<file path="src/rtl/j1_uart_rx.sv">
// j1_uart_rx -- receive-side UART front end for the J1 core.
//
// Oversamples the asynchronous rx pin, deframes 8N1 characters (8E1 when
// J1_UART_RX_PARITY_EN is defined) and queues received bytes in a small
// circular FIFO that the core drains through its I/O read path.
//
// Build option:
//   J1_UART_RX_PARITY_EN  defined   -> 8E1 frames, even parity checked;
//                                      a parity mismatch raises frameErr.
//                         undefined -> 8N1 frames, no parity state.
//
// Ports:
//   boardClk   in   system clock, rising edge
//   resetN     in   asynchronous active-low reset
//   rx         in   asynchronous serial input, idles high
//   rdata      out  [7:0] byte at FIFO head (valid while rvalid)
//   rvalid     out  FIFO not empty
//   rready     in   pop request; pop when rvalid && rready
//   count      out  [DEPTH_LOG2:0] FIFO fill level
//   frameErr   out  sticky: bad stop bit (or bad parity)
//   overrun    out  sticky: byte dropped because FIFO was full
//   errClr     in   pulse clearing both sticky flags (a set event wins)
module j1_uart_rx #(
  parameter int CLKS_PER_BIT = 104,
  parameter int DEPTH_LOG2   = 3
) (
  input  logic                  boardClk,
  input  logic                  resetN,
  input  logic                  rx,
  output logic [7:0]            rdata,
  output logic                  rvalid,
  input  logic                  rready,
  output logic [DEPTH_LOG2:0]   count,
  output logic                  frameErr,
  output logic                  overrun,
  input  logic                  errClr
);

  localparam int TW    = (CLKS_PER_BIT > 1) ? $clog2(CLKS_PER_BIT) : 1;
  localparam int DEPTH = 1 << DEPTH_LOG2;

  // The timer counts down to zero; the sample happens on the zero cycle,
  // so a wait of N cycles loads N-1.
  localparam logic [TW-1:0]       BIT_LD  = TW'(CLKS_PER_BIT - 1);
  localparam logic [TW-1:0]       HALF_LD = TW'(CLKS_PER_BIT / 2 - 1);
  localparam logic [DEPTH_LOG2:0] FULL    = {1'b1, {DEPTH_LOG2{1'b0}}};

  typedef enum logic [2:0] {
    S_IDLE,
    S_START,
    S_DATA,
`ifdef J1_UART_RX_PARITY_EN
    S_PARITY,
`endif
    S_STOP,
    S_BREAK
  } state_t;

  logic                  sync1_q, sync1_d;
  logic                  rxs_q, rxs_d;
  state_t                state_q, state_d;
  logic [TW-1:0]         timer_q, timer_d;
  logic [2:0]            bit_cnt_q, bit_cnt_d;
  logic [7:0]            shift_q, shift_d;
  logic [7:0]            mem [DEPTH];
  logic [DEPTH_LOG2-1:0] wr_ptr_q, wr_ptr_d;
  logic [DEPTH_LOG2-1:0] rd_ptr_q, rd_ptr_d;
  logic [DEPTH_LOG2:0]   count_q, count_d;
  logic                  frame_err_q, frame_err_d;
  logic                  overrun_q, overrun_d;
`ifdef J1_UART_RX_PARITY_EN
  logic                  par_q, par_d;
`endif

  logic tick, push, frame_set, par_err;
  logic pop, full, wr_en, ovr_set;

  always_comb begin
    sync1_d   = rx;
    rxs_d     = sync1_q;
    state_d   = state_q;
    timer_d   = timer_q;
    bit_cnt_d = bit_cnt_q;
    shift_d   = shift_q;
    push      = 1'b0;
    frame_set = 1'b0;
    tick      = (timer_q == '0);
`ifdef J1_UART_RX_PARITY_EN
    par_d     = par_q;
    // Even parity: data plus parity bit must hold an even number of ones.
    par_err   = ^{shift_q, par_q};
`else
    par_err   = 1'b0;
`endif

    case (state_q)
      S_IDLE: begin
        if (!rxs_q) begin
          state_d = S_START;
          timer_d = HALF_LD;
        end
      end
      S_START: begin
        if (tick) begin
          timer_d   = BIT_LD;
          bit_cnt_d = '0;
          // Line back high at mid-start-bit means a glitch, not a start.
          state_d   = rxs_q ? S_IDLE : S_DATA;
        end else begin
          timer_d = timer_q - TW'(1);
        end
      end
      S_DATA: begin
        if (tick) begin
          timer_d   = BIT_LD;
          shift_d   = {rxs_q, shift_q[7:1]};
          bit_cnt_d = bit_cnt_q + 3'd1;
          if (bit_cnt_q == 3'd7) begin
`ifdef J1_UART_RX_PARITY_EN
            state_d = S_PARITY;
`else
            state_d = S_STOP;
`endif
          end
        end else begin
          timer_d = timer_q - TW'(1);
        end
      end
`ifdef J1_UART_RX_PARITY_EN
      S_PARITY: begin
        if (tick) begin
          timer_d = BIT_LD;
          par_d   = rxs_q;
          state_d = S_STOP;
        end else begin
          timer_d = timer_q - TW'(1);
        end
      end
`endif
      S_STOP: begin
        if (tick) begin
          timer_d = BIT_LD;
          if (rxs_q) begin
            // Leaving at mid-stop-bit lets a following start bit be caught.
            push      = !par_err;
            frame_set = par_err;
            state_d   = S_IDLE;
          end else begin
            frame_set = 1'b1;
            state_d   = S_BREAK;
          end
        end else begin
          timer_d = timer_q - TW'(1);
        end
      end
      S_BREAK: begin
        // Hold here until the line recovers so a long break flags once.
        if (rxs_q) begin
          state_d = S_IDLE;
          timer_d = BIT_LD;
        end
      end
      default: state_d = S_IDLE;
    endcase

    // FIFO bookkeeping. A pop frees a slot in the same cycle, so a push
    // into a full FIFO alongside a pop is accepted.
    pop      = (count_q != '0) && rready;
    full     = (count_q == FULL);
    wr_en    = push && (!full || pop);
    ovr_set  = push && full && !pop;
    wr_ptr_d = wr_en ? wr_ptr_q + 1'b1 : wr_ptr_q;
    rd_ptr_d = pop   ? rd_ptr_q + 1'b1 : rd_ptr_q;
    case ({wr_en, pop})
      2'b10:   count_d = count_q + 1'b1;
      2'b01:   count_d = count_q - 1'b1;
      default: count_d = count_q;
    endcase

    frame_err_d = frame_set | (frame_err_q & ~errClr);
    overrun_d   = ovr_set   | (overrun_q   & ~errClr);
  end

  always_ff @(posedge boardClk or negedge resetN) begin
    if (!resetN) begin
      sync1_q     <= 1'b1;
      rxs_q       <= 1'b1;
      state_q     <= S_IDLE;
      timer_q     <= '0;
      bit_cnt_q   <= '0;
      shift_q     <= '0;
      wr_ptr_q    <= '0;
      rd_ptr_q    <= '0;
      count_q     <= '0;
      frame_err_q <= 1'b0;
      overrun_q   <= 1'b0;
`ifdef J1_UART_RX_PARITY_EN
      par_q       <= 1'b0;
`endif
      for (int i = 0; i < DEPTH; i++) begin
        mem[i] <= 8'h00;
      end
    end else begin
      sync1_q     <= sync1_d;
      rxs_q       <= rxs_d;
      state_q     <= state_d;
      timer_q     <= timer_d;
      bit_cnt_q   <= bit_cnt_d;
      shift_q     <= shift_d;
      wr_ptr_q    <= wr_ptr_d;
      rd_ptr_q    <= rd_ptr_d;
      count_q     <= count_d;
      frame_err_q <= frame_err_d;
      overrun_q   <= overrun_d;
`ifdef J1_UART_RX_PARITY_EN
      par_q       <= par_d;
`endif
      if (wr_en) begin
        mem[wr_ptr_q] <= shift_q;
      end
    end
  end

  assign rdata    = mem[rd_ptr_q];
  assign rvalid   = (count_q != '0);
  assign count    = count_q;
  assign frameErr = frame_err_q;
  assign overrun  = overrun_q;

endmodule

</file>
<file path="config.mk">
export PLATFORM = sky130hd
export DESIGN_NAME = j1_uart_rx
export DESIGN_NICKNAME = d
export VERILOG_FILES = /design/src/rtl/j1_uart_rx.sv
export SDC_FILE = /design/constraint.sdc
export NUM_CORES = 1
export LEC_CHECK = 0
export ABC_CLOCK_PERIOD_IN_PS = 2800
export CAP_MARGIN = 10
export CORE_MARGIN = 4
export CORE_UTILIZATION = 55
export DETAILED_ROUTE_END_ITERATION = 6
export HOLD_SLACK_MARGIN = 0.1
export PLACE_DENSITY_LB_ADDON = 0.12
export SLEW_MARGIN = 15
export SYNTH_ARGS = -nofsm -noshare
export SYNTH_HDL_FRONTEND = slang
export SYNTH_SLANG_ARGS = --single-unit
</file>
<file path="constraint.sdc">
create_clock -name boardClk -period 2.8 [get_ports boardClk]
set_input_delay 0.56 -clock boardClk [delete_from_list [all_inputs] [get_ports boardClk]]
set_output_delay 0.56 -clock boardClk [all_outputs]
set_load 0.1 [all_outputs]
</file>
==> impl_metrics.py, run 1 <==
metrics = {
    "status": {
        "outcome": "finished clean",
    },
    "cts": {
        "h-tree-depth": 3,
        "cts_made_buffers": 9,
        "ctsRootBufferMaster": "clkbuf_8",
        "clkLatencyLatePin_ns": 0.36,
        "cts_tree": "built",
        "clk_pin_slew_worst_paths_ns": 0.10,
        "cts_buffer_depth": 2,
        "clock_sinks": 99,
        "hold_buffers": 0,
    },
    "timing": {
        "hold_ws_ns": 0.1799,
        "fin_crit_ns": 2.607,
        "setup_viol": 0,
        "relSlewSlack_pct": 43.89,
        "worst_pin_slew_ns": 0.8353,
        "setup_ws_ns": 0.1932,
        "period_share_pct": 93.10,
        "max_clock_freq_mhz": 383.6,
        "tns_ns": 0,
        "finalHoldViolCount": 0,
        "finalClockSkew_ns": 0.009754,
        "drv_slew": 0,
    },
    "detailed_routing": {
        "ant_nets": 0,
        "vias": 2776,
        "drt_wl_total_um": 8791,
        "drt_pass1_iterations": 4,
        "avgViaCountPerCell": 5.944,
        "drt_drc_violations_left": 0,
        "drt-initial-drc-count": 109,
        "routedWlPerCell_um": 18.82,
    },
    "global_route": {
        "overflow": 0,
        "grt_pass1_vias": 2891,
        "grt_pass1_wl_um": 15260,
        "antenna_found_initial": 0,
        "grt_max_degree": 43,
        "grt_usage_pct": 19.44,
    },
    "floorplanning": {
        "io-pin-count": 20,
        "fp.dieW_um": 101.4,
        "initial_core_util_pct": 57.53,
        "die_area_um2": 10280,
        "std_cell_rows": 33,
        "die_h_um": 101.4,
        "coreArea_um2": 8341,
    },
    "worst_setup_path": {
        "crit_family": "simple AND/OR/NAND/NOR gates",
        "rr_endpoint": "count[2]$_DFFE_PN0P_",
        "ff2ff_setup_slack_ns": 0.19,
        "crit_chain": "or3_1, nor2_1, nor2_4, inv_1, ha_1, xor2_1, ha_1, a21oi_2, xor2_1, nor2_1, xor2_1",
        "path_buf_inv": 1,
        "critPathSlowestCell": "or3_1",
        "r2r_start": "count[1]$_DFFE_PN0P_",
        "rr_worst_depth": 11,
        "arrival_ns": 2.85,
        "critPathKind": "register to register",
        "cp-start-kind": "register",
        "cp_common_cell": "xor2_1",
        "crit_path_max_fanout": 7,
        "slowest_delay_ns": 0.50,
        "critPathRequiredTime_ns": 3.04,
        "crit_path_end_kind": "register",
    },
    "synthesis": {
        "synth_area_leaders": "dfrtp_1 51%, mux2_2 18%, mux4_2 7.5%, nor4_4 2.7%, mux2_4 2.5%",
        "ys.flop_type": "dfrtp_1",
        "synth_area_um2": 4798,
        "synthTopCellsByCount": "97 x dfrtp_1, 75 x mux2_2, 16 x mux4_2",
        "ys_warn_count": 0,
        "synth_most_common_cell": "dfrtp_1",
        "yosysTopAreaCell": "dfrtp_1",
        "synthArstFlopShare_pct": 100.0,
        "syn_inst": 335,
        "synth_seq_cells": 99,
        "synth_top_area_share_pct": 50.59,
        "synth.distinct_cells": 54,
        "syn-num-nets": 348,
        "yosysSeqAreaShare_pct": 51.68,
        "avgSynthCellArea_um2": 14.32,
        "synth_edf_count": 0,
    },
    "worst_hold_path": {
        "hold_class": "primary input to asynchronous set/reset pin",
    },
    "run": {
        "cap_viol_max_count": 0,
    },
    "pwr": {
        "switching_share_pct": 34.31,
        "power_frac_comb_pct": 25.2,
        "seqPwrFrac_pct": 49.1,
        "power_leakage_uw": 0.002479,
        "p_int_uw": 2161,
        "p_per_area_nw_per_um2": 608.9,
        "p_switching_uw": 1128,
        "ir_drop_v": 0.0004290,
        "clock_power_share_pct": 25.8,
    },
    "placed_design": {
        "portBuffers": 19,
        "dpl_cell_area_um2": 5205,
        "dp_hpwl_um": 5737,
        "dp_slack_ns": -0.06573,
        "gp_congestion": 0.8139,
    },
    "final_layout": {
        "final_layout_size_suffix_gt1_share_pct": 45.86,
        "nets": 370,
        "syn_to_final_growth_pct": 12.57,
        "fin_area_um2": 5401,
        "post-route-util_pct": 64.76,
        "diodes": 0,
        "fillCellCount": 627,
    },
}
[sequential cells by signal (all words and copies together), names as in the netlist]
signal	flops
rxs_q	1
shift_q	8
count	4
rd_ptr_q	3
overrun	1
timer_q	7
state_q	3
frameErr	1
mem	64
wr_ptr_q	3
rxs_d	1
bit_cnt_q	3
[worst max-delay path by stage]
stage,start,to,cells past startpoint
floorplan,count[3]$_DFFE_PN0P_,count[2]$_DFFE_PN0P_,11
global placement,rready,count[2]$_DFFE_PN0P_,12
detailed placement,rready,count[2]$_DFFE_PN0P_,12
CTS,timer_q[0]$_DFFE_PN0P_,count[2]$_DFFE_PN0P_,13
global route,count[1]$_DFFE_PN0P_,count[3]$_DFFE_PN0P_,9
finish,count[1]$_DFFE_PN0P_,count[2]$_DFFE_PN0P_,11
[kinds of logic (layout without fill, tap and decap cells)]
family | count (synthesis) | count (layout) | synth area share, %
compound gates | 29 | 29 | 4.277
xor+xnor | 10 | 10 | 1.825
fa+ha+maj | 8 | 8 | 2.086
buf+inv | 27 | 54 | 2.764
flops | 99 | 99 | 51.68
mux | 99 | 99 | 27.61
simple gates | 63 | 63 | 9.753
[metrics by stage]
stage,std cells,total power [uW]
2_1_floorplan,335,2205
4_1_cts,467,3317
5_1_grt,467,3453
3_3_place_gp,451,2449
6_report,467,3289
3_5_place_dp,451,2466
[area by class of cell]
class | instances | area, um2 | area share [%]
well taps | 105 | 131.4 | 2.432
clock inverters | 4 | 33.78 | 0.6254
inverters | 7 | 26.28 | 0.4864
clock buffers | 12 | 145.1 | 2.687
multi-input cells | 209 | 2203 | 40.79
flip-flops and latches | 99 | 2484 | 45.98
repair buffers | 31 | 377.9 | 6.996
[worst reg2reg max path, stage by stage (launching register included)]
cell     delay (ns)
dfrtp_2        0.47
or3_1          0.51
nor2_1         0.27
nor2_4         0.08
inv_1          0.08
ha_1           0.26
xor2_1         0.10
ha_1           0.21
a21oi_2        0.14
xor2_1         0.17
nor2_1         0.06
xor2_1         0.14
[layout by cell type (no fill, tap or decap), types with 8 or more instances in the layout]
master    instances
clkbuf_8         10
dfrtp_1          94
buf_12           11
mux4_2           16
buf_4            17
mux2_2           75
mux2_4            8
ha_1              8
nor2_1           14
[per-layer routing]
metal	vias to the layer above	routed length [um]	track usage, %
met5	-	0	0
met4	0	101	4.294
met3	8	360	4.614
met2	43	4190	28.97
met1	1437	4138	29.27
li1	1288	-	-
[power by group through the flow]
stage	clock, uW	combinational [uW]	sequential (uW)
2_1_floorplan	0	419	1790
3_3_place_gp	0	813	1640
3_5_place_dp	0	829	1640
4_1_cts	875	830	1610
5_1_grt	940	886	1630
6_report	847	827	1610
[what timing repair did]
action | CTS | global route
setup buffers | 0 | 0
setup endpoints to repair | 0 | 2
gates resized for setup | 0 | 5
No activity file was read; power rests on OpenSTA's default activity.
==> inputs of run 2 (changes only) <==
--- a/config.mk
+++ b/config.mk
@@ -5,10 +5,10 @@
 export SDC_FILE = /design/constraint.sdc
 export NUM_CORES = 1
 export LEC_CHECK = 0
-export ABC_CLOCK_PERIOD_IN_PS = 2800
+export ABC_CLOCK_PERIOD_IN_PS = 2500
 export CAP_MARGIN = 10
 export CORE_MARGIN = 4
-export CORE_UTILIZATION = 55
+export CORE_UTILIZATION = 60
 export DETAILED_ROUTE_END_ITERATION = 6
 export HOLD_SLACK_MARGIN = 0.1
 export PLACE_DENSITY_LB_ADDON = 0.12
==> constraint.sdc (replaced) <==
create_clock -name boardClk -period 2.5 [get_ports boardClk]
set_input_delay 0.5 -clock boardClk [delete_from_list [all_inputs] [get_ports boardClk]]
set_output_delay 0.5 -clock boardClk [all_outputs]
set_load 0.1 [all_outputs]
==> run 2 against run 1 <==
Against the previous run: design area is 4.3% higher; die area down 7.7%; power is 15% higher; largest cell class unchanged; largest power group unchanged.
==> impl_metrics.py, run 2 (synthesis results as in run 1) <==
metrics = {
    "global_route": {
        "use_met2_pct": 32.68,
        "met3_usage_pct": 5.599,
        "grtUsageMet1_pct": 28.87,
        "overflow": 0,
        "grt_usage_pct": 20.58,
        "grt_busiest_layer": "met2",
        "grt_pass1_wl_um": 15390,
        "antenna_found_initial": 0,
        "grt_max_degree": 51,
        "grt_pass1_vias": 2971,
    },
    "worst_setup_path": {
        "arrival_ns": 1.96,
        "critPathKind": "register to output port",
        "rr_endpoint": "mem[58]$_DFFE_PN0P_",
        "r2r_start": "timer_q[1]$_DFFE_PN0P_",
        "slowest_delay_ns": 0.54,
        "worstSetupStartpoint": "rd_ptr_q[0]$_DFFE_PN0P_",
        "crit_path_end_kind": "output port",
        "cp_common_cell": "buf_12",
        "rr_worst_depth": 7,
        "critPathRequiredTime_ns": 2.00,
        "crit_chain": "buf_12, mux4_2, mux2_4, buf_12",
        "ff2ff_setup_slack_ns": 0.10,
        "critPathSlowestCell": "mux4_2",
        "crit_path_max_fanout": 17,
        "cp-start-kind": "register",
    },
    "detailed_routing": {
        "routedWlPerCell_um": 18.94,
        "drt_drc_violations_left": 0,
        "drt_pass1_iterations": 6,
        "drt-initial-drc-count": 100,
        "vias": 2869,
        "ant_nets": 0,
        "avgViaCountPerCell": 5.928,
        "drt_wl_total_um": 9165,
    },
    "placed_design": {
        "dpl_cell_area_um2": 5338,
        "portBuffers": 19,
        "dp_hpwl_um": 5956,
        "gp_congestion": 0.8148,
    },
    "timing": {
        "finalClockSkew_ns": 0.008134,
        "max_clock_freq_mhz": 406.0,
        "setup_viol": 0,
        "hold_ws_ns": 0.3649,
        "finalHoldViolCount": 0,
        "period_share_pct": 98.53,
        "fin_crit_ns": 2.463,
        "rsz0062_at_grt": "true",
        "drv_slew": 0,
        "relSlewSlack_pct": 47.33,
        "worst_pin_slew_ns": 0.7842,
    },
    "run": {
        "cap_viol_max_count": 0,
    },
    "final_layout": {
        "nets": 390,
        "final_cell_mix": "93 x dfrtp_1, 72 x mux2_2, 34 x buf_4",
        "fin_area_um2": 5633,
        "post-route-util_pct": 72.52,
        "diodes": 0,
        "largest_register": "mem",
        "largest_reg_flops": 64,
        "syn_to_final_growth_pct": 17.39,
        "reg_top3": "mem: 64 flops, shift_q: 8 flops, timer_q: 7 flops",
        "final_common_cell": "dfrtp_1",
        "final_layout_size_suffix_gt1_share_pct": 50.79,
    },
    "cts": {
        "cts_tree": "built",
        "ctsRootBufferMaster": "clkbuf_8",
        "clock_sinks": 99,
        "clk_pin_slew_worst_paths_ns": 0.09,
        "cts_made_buffers": 9,
        "h-tree-depth": 3,
        "cts_buffer_depth": 2,
        "clkLatencyLatePin_ns": 0.36,
    },
    "pwr": {
        "p_per_area_nw_per_um2": 671.4,
        "power_leakage_uw": 0.002600,
        "ir_drop_v": 0.0004035,
    },
    "status": {
        "outcome": "finished clean",
    },
    "floorplanning": {
        "io-pin-count": 20,
        "coreArea_um2": 7767,
        "std_cell_rows": 32,
        "die_h_um": 97.43,
        "initial_core_util_pct": 61.78,
        "die_area_um2": 9492,
        "fp.dieW_um": 97.43,
    },
    "worst_hold_path": {
        "hold_path_depth": 0,
        "min_from": "rxs_d$_DFF_PN1_",
        "hold_end": "rxs_q$_DFF_PN1_",
        "hold_class": "register to register",
    },
}
==> run 2: critical path: cells and delay by family, from the launching register on <==
kind	cells	cell delay [ns]
buf+inv	2	0.36
flops	1	0.38
mux	2	0.85
==> run 2: worst max path at each step <==
stage                                end  slack, ns  cells after the start
finish                          rdata[5]       0.04                      4
global route        count[3]$_DFFE_PN0P_      -0.07                     11
CTS                             rdata[5]     0.0009                      4
detailed placement  count[2]$_DFFE_PN0P_      -0.14                     12
global placement    count[2]$_DFFE_PN0P_      -0.05                     12
floorplan           count[2]$_DFFE_PN0P_      -0.06                     14
==> run 2: layout make-up <==
| class | instances | area (um2) |
|---|---|---|
| Clock buffer | 11 | 151.4 |
| Clock inverter | 5 | 35.03 |
| Fill cell | 524 | 2135 |
| Inverter | 7 | 26.28 |
| Multi-Input combinational cell | 209 | 2247 |
| Sequential cell | 99 | 2490 |
| Tap cell | 102 | 127.6 |
| Timing Repair Buffer | 51 | 555.5 |
==> run 2: repair_timing <==
action | CTS | global route
gates resized for setup | 2 | 12
pin swaps | 1 | 6
endpoints found under the setup margin | 30 | 58
hold buffers | 1 | 0
cloned | 0 | 0
hold endpoints to repair | 21 | 0
buffers inserted | 0 | 6
==> run 2: report_power, final <==
part | internal (uW) | switching [uW]
Clock | 421 | 562
Combinational | 386 | 608
Sequential | 1680 | 127
Total | 2480 | 1300
==> run 2: per-layer routing <==
metal	wire length, um	share of wire, %
met3	357	3.9
met2	4461	49
met1	4276	47
met5	0	0
met4	69	0.75
==> run 2: stage by stage <==
stage / power, uW / setup TNS, ns / std cells / setup WS (ns)
global route: 3962 / -0.2045 / 484 / -0.07111
detailed placement: 2792 / -0.7967 / 461 / -0.1382
CTS: 3773 / 0 / 478 / 0.0009239
floorplan: 2490 / -0.06017 / 335 / -0.06017
global placement: 2769 / -0.2780 / 461 / -0.04860
finish: 3782 / 0 / 484 / 0.03684
